==> config.mk <==
export PLATFORM = sky130hd
export DESIGN_NAME = net_inject
export DESIGN_NICKNAME = d
export VERILOG_FILES = /design/src/rtl/noc_pkg.sv /design/src/rtl/credit_counter.sv /design/src/rtl/net_inject.sv
export SDC_FILE = /design/constraint.sdc
export NUM_CORES = 1
export LEC_CHECK = 0
export ABC_AREA = 1
export CAP_MARGIN = 20
export CELL_PAD_IN_SITES_DETAIL_PLACEMENT = 1
export CELL_PAD_IN_SITES_GLOBAL_PLACEMENT = 2
export CORE_MARGIN = 1
export CORE_UTILIZATION = 25
export CTS_CLUSTER_SIZE = 14
export DETAILED_ROUTE_END_ITERATION = 10
export HOLD_SLACK_MARGIN = 0.12
export PLACE_DENSITY = 0.76
export SETUP_SLACK_MARGIN = 0.3
export SLEW_MARGIN = 10
export SYNTH_ARGS = -nofsm -noshare
export SYNTH_HDL_FRONTEND = slang
export SYNTH_SLANG_ARGS = --single-unit
==> constraint.sdc <==
create_clock -name clk -period 2.6 [get_ports clk]
set_input_delay 0.39 -clock clk [delete_from_list [all_inputs] [get_ports clk]]
set_output_delay 0.39 -clock clk [all_outputs]
set_load 0.01 [all_outputs]
==> src/rtl/noc_pkg.sv <==
`default_nettype none
// ============================================================================
// Module      : noc_pkg
// Description : Shared NoC flit format: flit width, type codes, field
//               positions and flit builders used by injection, router and
//               ejection logic.
// Revision    : 1.0 - initial release
// ============================================================================
package noc_pkg;

  localparam int FLIT_W = 64;

  // Flit type codes carried in the top two bits
  localparam logic [1:0] c_ft_idle = 2'b00;
  localparam logic [1:0] c_ft_head = 2'b01;
  localparam logic [1:0] c_ft_body = 2'b10;
  localparam logic [1:0] c_ft_tail = 2'b11;

  // Field bit positions
  localparam int c_type_hi = 63;
  localparam int c_type_lo = 62;
  localparam int c_dx_hi   = 61;
  localparam int c_dx_lo   = 60;
  localparam int c_dy_hi   = 59;
  localparam int c_dy_lo   = 58;
  localparam int c_sx_hi   = 57;
  localparam int c_sx_lo   = 56;
  localparam int c_sy_hi   = 55;
  localparam int c_sy_lo   = 54;
  localparam int c_len_hi  = 53;
  localparam int c_len_lo  = 50;
  localparam int c_id_hi   = 47;
  localparam int c_id_lo   = 40;
  localparam int c_seq_hi  = 39;
  localparam int c_seq_lo  = 32;
  localparam int c_data_hi = 31;
  localparam int c_data_lo = 0;

  typedef enum logic [1:0] {
    ST_IDLE    = 2'd0,
    ST_HEAD    = 2'd1,
    ST_PAYLOAD = 2'd2
  } inj_state_t;

  // Head flit: routing info plus packet length and id; unused bits zero
  function automatic logic [63:0] make_head(input logic [1:0] dx, input logic [1:0] dy,
                                            input logic [1:0] sx, input logic [1:0] sy,
                                            input logic [3:0] len, input logic [7:0] id);
    logic [63:0] f;
    f = '0;
    f[c_type_hi:c_type_lo] = c_ft_head;
    f[c_dx_hi:c_dx_lo]     = dx;
    f[c_dy_hi:c_dy_lo]     = dy;
    f[c_sx_hi:c_sx_lo]     = sx;
    f[c_sy_hi:c_sy_lo]     = sy;
    f[c_len_hi:c_len_lo]   = len;
    f[c_id_hi:c_id_lo]     = id;
    return f;
  endfunction

  // Body or tail flit carrying one payload word
  function automatic logic [63:0] make_body(input logic last, input logic [7:0] id,
                                            input logic [7:0] seq, input logic [31:0] data);
    logic [63:0] f;
    f = '0;
    f[c_type_hi:c_type_lo] = last ? c_ft_tail : c_ft_body;
    f[c_id_hi:c_id_lo]     = id;
    f[c_seq_hi:c_seq_lo]   = seq;
    f[c_data_hi:c_data_lo] = data;
    return f;
  endfunction

endpackage
`default_nettype wire

==> src/rtl/credit_counter.sv <==
`default_nettype none
// ============================================================================
// Module      : credit_counter
// Description : Tracks free slots in the router PE-input buffer. Starts full,
//               saturates at CREDITS, and a same-edge return/consume nets out.
// Revision    : 1.0 - initial release
// ============================================================================
module credit_counter
  import noc_pkg::*;
#(
  parameter int CREDITS = 4
) (
  input  logic clk,
  input  logic rst,
  input  logic i_credit,
  input  logic i_consume,
  output logic o_available
);

  localparam int CNT_W = $clog2(CREDITS + 1);
  localparam logic [CNT_W-1:0] c_full = CNT_W'(CREDITS);

  logic [CNT_W-1:0] r_count;

  // Count returned credits up (saturating) and emitted flits down
  always_ff @(posedge clk or posedge rst) begin
    if (rst) begin
      r_count <= c_full;
    end else if (i_credit && !i_consume) begin
      if (r_count != c_full) begin
        r_count <= r_count + 1'b1;
      end
    end else if (i_consume && !i_credit) begin
      r_count <= r_count - 1'b1;
    end
  end

  assign o_available = (r_count != '0);

endmodule
`default_nettype wire

==> src/rtl/net_inject.sv <==
`default_nettype none
// ============================================================================
// Module      : net_inject
// Description : Network injection interface. Turns packet requests plus a
//               stream of payload words into head/body/tail flits for the
//               router PE input, under credit-based flow control.
// Revision    : 1.0 - initial release
// ============================================================================
module net_inject
  import noc_pkg::*;
#(
  parameter int FLIT_W  = noc_pkg::FLIT_W,
  parameter int X_COORD = 1,
  parameter int Y_COORD = 1,
  parameter int MAX_LEN = 8,
  parameter int CREDITS = 4
) (
  input  logic              clk,
  input  logic              rst,
  input  logic              req_valid,
  output logic              req_ready,
  input  logic [1:0]        req_dest_x,
  input  logic [1:0]        req_dest_y,
  input  logic [3:0]        req_len,
  input  logic              data_valid,
  output logic              data_ready,
  input  logic [31:0]       data_in,
  input  logic              credit_in,
  output logic [FLIT_W-1:0] flit_out,
  output logic              err_len,
  output logic              busy
);

  inj_state_t        r_state;
  inj_state_t        w_state_nxt;
  logic [1:0]        r_dest_x;
  logic [1:0]        r_dest_y;
  logic [3:0]        r_len;
  logic [3:0]        r_seq;
  logic [7:0]        r_next_id;
  logic [7:0]        r_cur_id;
  logic [FLIT_W-1:0] r_flit;
  logic              r_err;

  logic              w_credit_ok;
  logic              w_len_bad;
  logic              w_emit;
  logic              w_accept;
  logic              w_reject;
  logic              w_word;
  logic              w_last;
  logic [FLIT_W-1:0] w_flit_nxt;

  credit_counter #(
    .CREDITS (CREDITS)
  ) u_credit_counter (
    .clk         (clk),
    .rst         (rst),
    .i_credit    (credit_in),
    .i_consume   (w_emit),
    .o_available (w_credit_ok)
  );

  assign w_len_bad = (req_len == 4'd0) || (req_len > 4'(MAX_LEN));

  // Next state and the flit to register this cycle, if any
  always_comb begin
    w_state_nxt = r_state;
    w_emit      = 1'b0;
    w_accept    = 1'b0;
    w_reject    = 1'b0;
    w_word      = 1'b0;
    w_last      = 1'b0;
    w_flit_nxt  = '0;
    case (r_state)
      ST_IDLE: begin
        if (req_valid) begin
          if (w_len_bad) begin
            w_reject = 1'b1;
          end else begin
            w_accept = 1'b1;
            if (w_credit_ok) begin
              // Head goes out straight from the request using the fresh id
              w_emit      = 1'b1;
              w_flit_nxt  = FLIT_W'(make_head(req_dest_x, req_dest_y, 2'(X_COORD),
                                              2'(Y_COORD), req_len, r_next_id));
              w_state_nxt = ST_PAYLOAD;
            end else begin
              w_state_nxt = ST_HEAD;
            end
          end
        end
      end
      ST_HEAD: begin
        if (w_credit_ok) begin
          w_emit      = 1'b1;
          w_flit_nxt  = FLIT_W'(make_head(r_dest_x, r_dest_y, 2'(X_COORD),
                                          2'(Y_COORD), r_len, r_cur_id));
          w_state_nxt = ST_PAYLOAD;
        end
      end
      ST_PAYLOAD: begin
        if (w_credit_ok && data_valid) begin
          w_word     = 1'b1;
          w_emit     = 1'b1;
          w_last     = (r_seq == (r_len - 4'd1));
          w_flit_nxt = FLIT_W'(make_body(w_last, r_cur_id, {4'd0, r_seq}, data_in));
          if (w_last) begin
            w_state_nxt = ST_IDLE;
          end
        end
      end
      default: begin
        w_state_nxt = ST_IDLE;
      end
    endcase
  end

  // State register
  always_ff @(posedge clk or posedge rst) begin
    if (rst) begin
      r_state <= ST_IDLE;
    end else begin
      r_state <= w_state_nxt;
    end
  end

  // Output flit, error pulse, captured request fields and packet id
  always_ff @(posedge clk or posedge rst) begin
    if (rst) begin
      r_flit    <= '0;
      r_err     <= 1'b0;
      r_dest_x  <= '0;
      r_dest_y  <= '0;
      r_len     <= '0;
      r_seq     <= '0;
      r_next_id <= '0;
      r_cur_id  <= '0;
    end else begin
      r_flit <= w_flit_nxt;
      r_err  <= w_reject;
      if (w_accept) begin
        r_dest_x  <= req_dest_x;
        r_dest_y  <= req_dest_y;
        r_len     <= req_len;
        r_seq     <= '0;
        r_cur_id  <= r_next_id;
        r_next_id <= r_next_id + 8'd1;
      end else if (w_word) begin
        r_seq <= r_seq + 4'd1;
      end
    end
  end

  assign req_ready  = (r_state == ST_IDLE);
  assign data_ready = (r_state == ST_PAYLOAD) && w_credit_ok;
  assign busy       = (r_state != ST_IDLE);
  assign flit_out   = r_flit;
  assign err_len    = r_err;

endmodule
`default_nettype wire

* Yosys cells after proc, flatten, opt, wreduce, memory -nomap -nowiden
Index checks and enable logic that the tools add are counted.
** Word-level totals
- Bits in registers :: 98
- Input bits :: 45
- Output and inout port bits :: 68
- Logic and storage cells :: 72
** Cells by class
- $add $sub $neg :: 5
- Magnitude comparators :: 1
- Eq/ne operators :: 10
- Multiplexer cells :: 31
- Reduce and logical (&&, ||, !) cells :: 15
** Operators with widths (count)
- two-way mux 63 bit :: 4
- one-hot mux 64 bit (3 select lines) :: 1
- two-way mux 64 bit :: 1
- two-way mux 1 bit :: 12
- two-way mux 2 bit :: 6
- != test 2 bit, second input constant :: 6
- two-way mux 3 bit :: 3
- adder 8 x 1 -> 8 bit, second input constant :: 1
- two-way mux 4 bit :: 2
- one-hot mux 2 bit (3 select lines) :: 1
- nonzero test 2 bit :: 3
- AND reduction 5 bit :: 1
- adder 4 x 1 -> 4 bit, second input constant :: 1
- equality test 4 bit :: 1
- > comparator 4 bit, second input constant :: 1
- logical AND 1 bit :: 4
- zero test 4 bit :: 1
- subtractor 4 x 1 -> 4 bit, second input constant :: 1
- adder 3 x 1 -> 3 bit, second input constant :: 1
- != test 3 bit, second input constant :: 1
- one-hot mux 1 bit (3 select lines) :: 1
- nonzero test 3 bit :: 1
- subtractor 3 x 1 -> 3 bit, second input constant :: 1
- equality test 2 x 1 -> 1 bit, second input constant :: 1
- 5 further kinds :: 6

* Longest topological paths before layout
Gate-level depths: netlist (run 1).
- Depth in word-level cells :: 9
- Mapped depth :: 12
- Depth with buffers taken out :: 12

* Cells and area by module
A second synthesis (run 1) with hierarchy kept.
** Unflattened totals
- Cell total of the unflattened synthesis :: 402
- Area, all modules :: 3722.3 um^2
** By module, submodules not included
- net_inject :: times used 1, cells each 370, area each 3507.1 um^2, seq. area each 2152.1 um^2
- credit_counter :: times used 1, cells each 32, area each 215.2 um^2, seq. area each 76.3 um^2

* Least setup slack after synthesis (run 1)
No wires, ideal clock.
- Path type :: register -> register
- From :: register u_credit_counter.r_count[0]
- To :: register u_credit_counter.r_count[2]
- Library setup time :: 61 ps
- Data arrival time :: 1771 ps
- Required time :: 2539 ps
- Setup slack :: 769 ps
- Cell stages (with the launch flop) :: 13
- Buffers on the path :: 0
- Clock period less this slack :: 1831 ps
- Cell sequence :: dfrtp_1 nor2_2 nand2_2 nand2_2 nand2_4 inv_2 nand3_1 fa_1 inv_1 nand4_1 nand3_1 nand2_1 nand2_1
** On the way
- Word-level cells in the longest chain between the ends :: 9
- Elaborated cells on any way between the ends :: 19
- Classes of those cells :: add/sub: 2; eq/ne: 2; mux: 8; reduce/logical: 7
** RTL lines
- start, declared :: line credit_counter.sv:23 : logic [CNT_W-1:0] r_count;
- start signal, assigned :: line credit_counter.sv:28 : r_count <= c_full;
- start signal, assigned :: line credit_counter.sv:31 : r_count <= r_count + 1'b1;
- start signal, assigned :: line credit_counter.sv:34 : r_count <= r_count - 1'b1;
- nonzero test 3 bit :: line credit_counter.sv:38 : assign o_available = (r_count != '0);
- two-way mux 1 bit :: line net_inject.sv:82, net_inject.sv:95
- two-way mux 1 bit :: line net_inject.sv:78 : if (w_len_bad) begin
- two-way mux 1 bit :: line net_inject.sv:77 : if (req_valid) begin
- one-hot mux 1 bit (3 select lines) :: line net_inject.sv:75 : case (r_state)
- zero test 1 bit :: line credit_counter.sv:29 : end else if (i_credit && !i_consume) begin
- logical AND 1 bit :: line credit_counter.sv:29
- != test 2 bit (no line) / nonzero test 2 bit (equally long branches)
- AND reduction 2 bit (no line)
Several ways; a longest one is shown, not always the timed one. The select of a mux whose other input is x is not followed.
A chain may end at the register's enable or synchronous reset.

* Worst setup path in the final report (run 1)
Ends and elaborated chain as after synthesis.

==> metrics.txt, run 1 <==
crit path max-delay cell type=dfrtp_2; DIE AREA=14,800 sq um; GR Overflow Total=0; io pins=113; Final Non-Filler Cells=651; r2r setup slk=450 ps; Synth Warn #=0; antenna cells=0; Max FO, Critical Path=13; total negative setup slack=0 ps; Sink Count=89; Iter 0 DRT Violations=81; max incr delay on CP=450 ps; deepest clock path buffer count=2; footprint of the multi-input gates=1000 sq um; hold endpoint=u_credit_counter.r_count[2]; CP cell instances=nor2_4, nand2_4, nand2_2, nand2_4, inv_2, nand3_1, fa_1, inv_1, nand4_1, nand3_1, nand2_1, nand2_1; Die Wd=122 um; CTS tree=done; postcts setup bufs=0; max-cap viol count=0; R2R depth=12; Syn Area/Cell=9.94 sq um; sequential share of the synthesized area=62.3%; peak supply drop=0.511 mV; # fillers=1,587; number of global-route vias before repair=2,790; CORE AREA=13,900 sq um; HPWL Detailed=6120 um; Worst Setup End Kind=register; Synth area leaders=dfrtp_1 62%, inv_1 6.7%, nand2_1 4.5%; detailed-router iteration count before antenna repair=4; part of the cycle the worst path needs=82.6%; initial core utilization=25.7%; Tightest Hold Check Type=register to register; crit path DAT=2440 ps; Req. time, crit path=2890 ps; hold_sp=u_credit_counter.r_count[2]; Yosys top cell area share=61.6%; Clk Latency, worst-skew pair=350 ps; Overall Global Routing Usage=12.8%; row count=43; WL/cell=13.3 um; status=finished clean; #FFs+latches synth=89; layout cell share with drive strength beyond 1=9.55%; Setup Skew=5.73 ps; # H-tree levels=3; Detail Route Antenna Nets=0; Synth Instances=360; final hold viol count=0; CTS root buf=clkbuf_16; Sequential Area=2230 sq um; Clock transition at path regs=60 ps; max frequency=466 MHz; Setup Crit Path Kind=register to register; reg2reg end=u_credit_counter.r_count[2]; detailed-route via count=2,643; die height=122 um; Distinct cells, synth=31; WP buf/inv=2; wirelength, routed=8660 um; RSZ-0062 raised after global routing=false; first-pass GRT wire length=14,200 um; drt via density=4.06; synthesis-to-layout area growth=41.8%; DP Cell Count=636; Final min period=2150 ps; Pleak=2.45 nW; biggest area consumer among synthesized cells=dfrtp_1; Net count, final=516; Final Wtd Congestion=0.789; delay-heaviest family, CP=simple AND/OR/NAND/NOR gates; synthesized cell area=3580 sq um; CP startpoint kind=register; initial antenna violation count=0; power per cell area=994 nW/um^2; Port Buffer Count=104; Slew Viols, Final=0; Finish-stage setup viols=0; cts bufs inserted=9; largest net degree at the start of global routing=90; hold depth=2; worst reg2reg path startpoint=u_credit_counter.r_count[0]; drt drc=0
## flip-flops by register name (all words and copies together) (netlist names)
| name | cells |
|---|---|
| r_next_id | 8 |
| r_cur_id | 8 |
| r_len | 4 |
| r_dest_x | 2 |
| r_dest_y | 2 |
| flit_out | 55 |
| r_seq | 4 |
| err_len | 1 |
| r_state | 2 |
| u_credit_counter.r_count | 3 |
## cell usage after synthesis
cell type,count
o22ai_1,3
inv_1,64
nand2_4,2
nor2_4,3
dfstp_2,1
buf_4,9
o21ai_1,15
fa_1,1
a31oi_1,1
dfrtp_1,88
conb_1,1
ha_1,3
nor2_1,38
nand2_1,43
nand3_2,1
buf_2,4
nor3_2,1
nand4_1,5
nor2_2,5
xor2_1,10
nand4_2,1
nand2_2,5
inv_2,6
nor4_1,1
a21oi_1,4
xnor2_1,3
buf_6,1
nor3_1,3
o21ai_0,19
nand3_1,14
clkbuf_1,5
## worst max-delay path by stage
stage                           startpoint                          end  slack, ps  cells after the start
4_1_cts        u_credit_counter.r_count[0]  u_credit_counter.r_count[2]        320                     12
3_3_place_gp                    req_len[0]  u_credit_counter.r_count[2]        410                     11
5_1_grt        u_credit_counter.r_count[0]  u_credit_counter.r_count[2]        290                     11
3_5_place_dp                    req_len[0]  u_credit_counter.r_count[2]        310                     11
2_1_floorplan  u_credit_counter.r_count[0]  u_credit_counter.r_count[2]        770                     12
6_report       u_credit_counter.r_count[0]  u_credit_counter.r_count[2]        450                     12
## per-stage QoR
step                area (sq um)  util, %  setup slack, ps  power, W  hold WS (ps)
global placement            4800     34.4              407   0.00385           476
finish                      5070     36.4              452   0.00504           480
detailed placement          4800     34.4              308   0.00391           471
floorplan                   3610        -              769   0.00306           449
global route                5070     36.4              287   0.00542           505
CTS                         5060     36.3              318   0.00512           483
## report_power, final
part           switching, W  leakage, nW  internal [W]
registers          0.000237         1.16       0.00182
logic              0.000987         1.16      0.000826
clock network      0.000534        0.124      0.000640
total               0.00176         2.45       0.00328
## worst min-delay path: cells and delay by family (launching register included)
family	cells	cell delay, ps
flops	1	380
simple gates	2	110
## metal layers
layer  up-vias  part of all wire (%)  global-route usage (%)
li1       1288                     -                       -
met1      1254                    44                    15.6
met2        85                    48                    20.3
met3        16                   6.2                    4.26
met4         0                   2.1                    6.17
met5         -                     0                       0
## cells by family (layout without fill, tap and decap cells)
family / after synthesis / after routing / share of synthesized area, %
fa+ha+maj: 4 / 4 / 1.61
compound gates: 42 / 42 / 6.02
xor+xnor: 13 / 13 / 3.18
flops: 89 / 89 / 62.3
simple gates: 122 / 122 / 16.2
buf+inv: 89 / 193 / 10.6
other cells: 1 / 8 / 0.105
## cell type report
class | instances | share of cell area [%]
Clock inverter | 5 | 0.666
Tap cell | 180 | 4.44
Sequential cell | 89 | 44.0
Multi-Input combinational cell | 189 | 19.8
Timing Repair Buffer | 108 | 21.3
Clock buffer | 10 | 4.52
Inverter | 70 | 5.26
## what timing repair did
item                                    4_1_cts  5_1_grt
endpoints found under the setup margin        1        1
cloned                                        0        0
hold buffers                                  0        0
gates resized for setup                       1        3
## cells in the final DEF (no fill, tap or decap), types with 2 or more instances in the layout
cell type	n
clkbuf_16	9
inv_2	6
conb_1	8
nand3_1	14
xnor2_1	3
o21ai_1	15
nor2_1	38
o21ai_0	19
nor2_4	4
clkinvlp_4	3
clkdlybuf4s50_1	103
nand2_4	3
dfrtp_1	87
o22ai_1	3
nor3_1	3
xor2_1	10
nor2_2	4
ha_1	3
inv_1	63
nand2_2	4
a21oi_1	4
nand4_1	5
buf_4	3
clkinv_2	2
nand2_1	43
Note: power is estimated with default switching activity, not from simulation.
==> run 2, diff against run 1 <==
--- a/config.mk
+++ b/config.mk
@@ -14,7 +14,7 @@
 export CTS_CLUSTER_SIZE = 14
 export DETAILED_ROUTE_END_ITERATION = 10
 export HOLD_SLACK_MARGIN = 0.12
-export PLACE_DENSITY = 0.76
+export PLACE_DENSITY = 0.73
 export SETUP_SLACK_MARGIN = 0.3
 export SLEW_MARGIN = 10
 export SYNTH_ARGS = -nofsm -noshare
==> constraint.sdc (replaced) <==
create_clock -name clk -period 2.05 [get_ports clk]
set_input_delay 0.3075 -clock clk [delete_from_list [all_inputs] [get_ports clk]]
set_output_delay 0.3075 -clock clk [all_outputs]
set_load 0.01 [all_outputs]
==> run 2 against run 1 <==
Sequential power up 26%. Sequential share of layout area down 1.6 points. Utilization up 1.4 points. First-iteration DRC count down 7.4%. Highest routed layer unchanged. Clock power up 41%. Largest cell class unchanged.
==> metrics.txt, run 2 (synthesis gave the netlist of run 1 again) <==
Req. time, crit path=2330 ps (-560 ps); final hold viol count=0 (unchanged); total power=0.00678 W (+34%); synthesis-to-layout area growth=47.3%; first-pass GRT wire length=14,600 um (+3.1%); row count=43 (unchanged); Largest register FFs=55 (unchanged); status=finished clean; Worst Setup End Kind=register; max-cap viol count=0 (unchanged); Sequential Area=2230 sq um (about the same); Iter 0 DRT Violations=75 (-7.4%); r2r setup slk=260 ps (-190 ps); Final Non-Filler Cells=667 (+2.5%); crit path DAT=2070 ps (-370 ps); largest net degree at the start of global routing=90 (unchanged); max frequency=560 MHz (+20%); layout cell share with drive strength beyond 1=14.0% (+4.4 points); detailed-router iteration count before antenna repair=4 (unchanged); Finish-stage setup viols=0 (unchanged); reg2reg end=u_credit_counter.r_count[2]; # H-tree levels=3 (unchanged); drt via density=4.10 (+1.1%); CTS root buf=clkbuf_16; Detail Route Antenna Nets=0 (unchanged); commonest non-fill, non-tap cell in the layout=clkdlybuf4s50_1; power per cell area=1290 nW/um^2 (+29%); io pins=113 (unchanged); worst reg2reg path startpoint=u_credit_counter.r_count[1]; peak supply drop=0.421 mV (-18%); Die Wd=122 um (unchanged); DIE AREA=14,800 sq um (unchanged); most frequent cells in the layout=101 x clkdlybuf4s50_1, 86 x dfrtp_1, 61 x inv_1; Tightest Hold Check Type=input port to async pin; R2R depth=12 (unchanged); WL/cell=13.2 um (-0.78%); DP Cell Count=643 (+1.1%); Final min period=1790 ps (-362 ps); die height=122 um (unchanged); Clock transition at path regs=70 ps (about the same); footprint of the multi-input gates=1050 sq um (+5.0%); RSZ-0062 raised after global routing=true; Sink Count=89 (unchanged); Pleak=2.55 nW (+4.0%); detailed-route via count=2,737 (+3.6%); number of global-route vias before repair=2,919 (+4.6%); deepest clock path buffer count=2 (unchanged); GR Overflow Total=0 (unchanged); Port Buffer Count=104 (unchanged); initial antenna violation count=0 (unchanged); CTS tree=done; Clk Latency, worst-skew pair=340 ps (about the same); initial core utilization=25.7% (unchanged); total negative setup slack=0 ps (unchanged); antenna cells=0 (unchanged); part of the cycle the worst path needs=87.1% (+4.5 points); Setup Crit Path Kind=register to register; Hold WS=469 ps (-11.0 ps); CORE AREA=13,900 sq um (unchanged); Final Wtd Congestion=0.766 (-3.0%); wirelength, routed=8810 um (+1.7%); CP startpoint kind=register; Slew Viols, Final=0 (unchanged); HPWL Detailed=6300 um (+2.9%); cts bufs inserted=9 (unchanged); Max FO, Critical Path=6 (-7); # fillers=1,583 (-0.25%); drt drc=0 (unchanged); Setup Skew=8.09 ps (+2.36 ps); Overall Global Routing Usage=13.2% (+0.39 points); Net count, final=531 (+2.9%); Post-CTS Hold Buffers=0 (unchanged)
run 2: per-stage QoR:
step	utilization, %	worst slack, ps	area, sq um
after floorplan	-	303	3630
after global placement	35.0	52.4	4870
after detailed placement	35.0	-27.0	4870
after CTS	37.8	235	5260
after global routing	37.8	150	5270
final	37.8	264	5270
run 2: worst max-delay path by stage:
stage / end / depth (start not counted) / slack (ps) / start
floorplan: u_credit_counter.r_count[2] / 12 / 300 / u_credit_counter.r_count[1]
global placement: u_credit_counter.r_count[2] / 11 / 50 / req_len[0]
detailed placement: u_credit_counter.r_count[2] / 10 / -30 / req_len[3]
CTS: u_credit_counter.r_count[2] / 12 / 240 / u_credit_counter.r_count[0]
global route: u_credit_counter.r_count[2] / 12 / 150 / u_credit_counter.r_count[1]
finish: u_credit_counter.r_count[2] / 12 / 260 / u_credit_counter.r_count[1]
run 2: what timing repair did:
item                                    in CTS  in global routing
pin swaps                                    7                  6
setup buffers                                8                  0
resized for setup                           11                  6
endpoints found under the setup margin       9                  7
gates cloned                                 0                  0
run 2: report_power, final:
group	switching, W	internal (W)	total (W)
clock network	0.000672	0.000973	0.00165
logic	0.00135	0.00119	0.00254
registers	0.000287	0.00231	0.00259
run 2: routing by layer:
| layer | up-vias | wire [um] | GRT usage (%) |
|---|---|---|---|
| met2 | 91 | 4200 | 21.7 |
| met4 | 0 | 226 | 7.02 |
| li1 | 1320 | - | - |
| met5 | - | 0 | 0 |
| met1 | 1313 | 3940 | 16.2 |
| met3 | 13 | 436 | 2.81 |
run 2: final cells by class:
cell class | instances | share of cell area (%)
clock buffers | 11 | 4.61
flip-flops and latches | 89 | 42.3
inverters | 70 | 5.15
clock inverters | 5 | 1.04
multi-input cells | 189 | 20.0
well taps | 180 | 4.27
repair buffers | 123 | 22.6
run 2: worst max-delay path, cell delays in order (launching register included):
cell     delay (ps)
dfrtp_2         420
nor2_4          140
nand2_4         110
nand3_4         110
nand2_8          60
inv_4            60
nand3_4          70
fa_2            360
inv_2            50
nand4_1         130
nand3_1         110
nand2_1          50
nand2_1          50
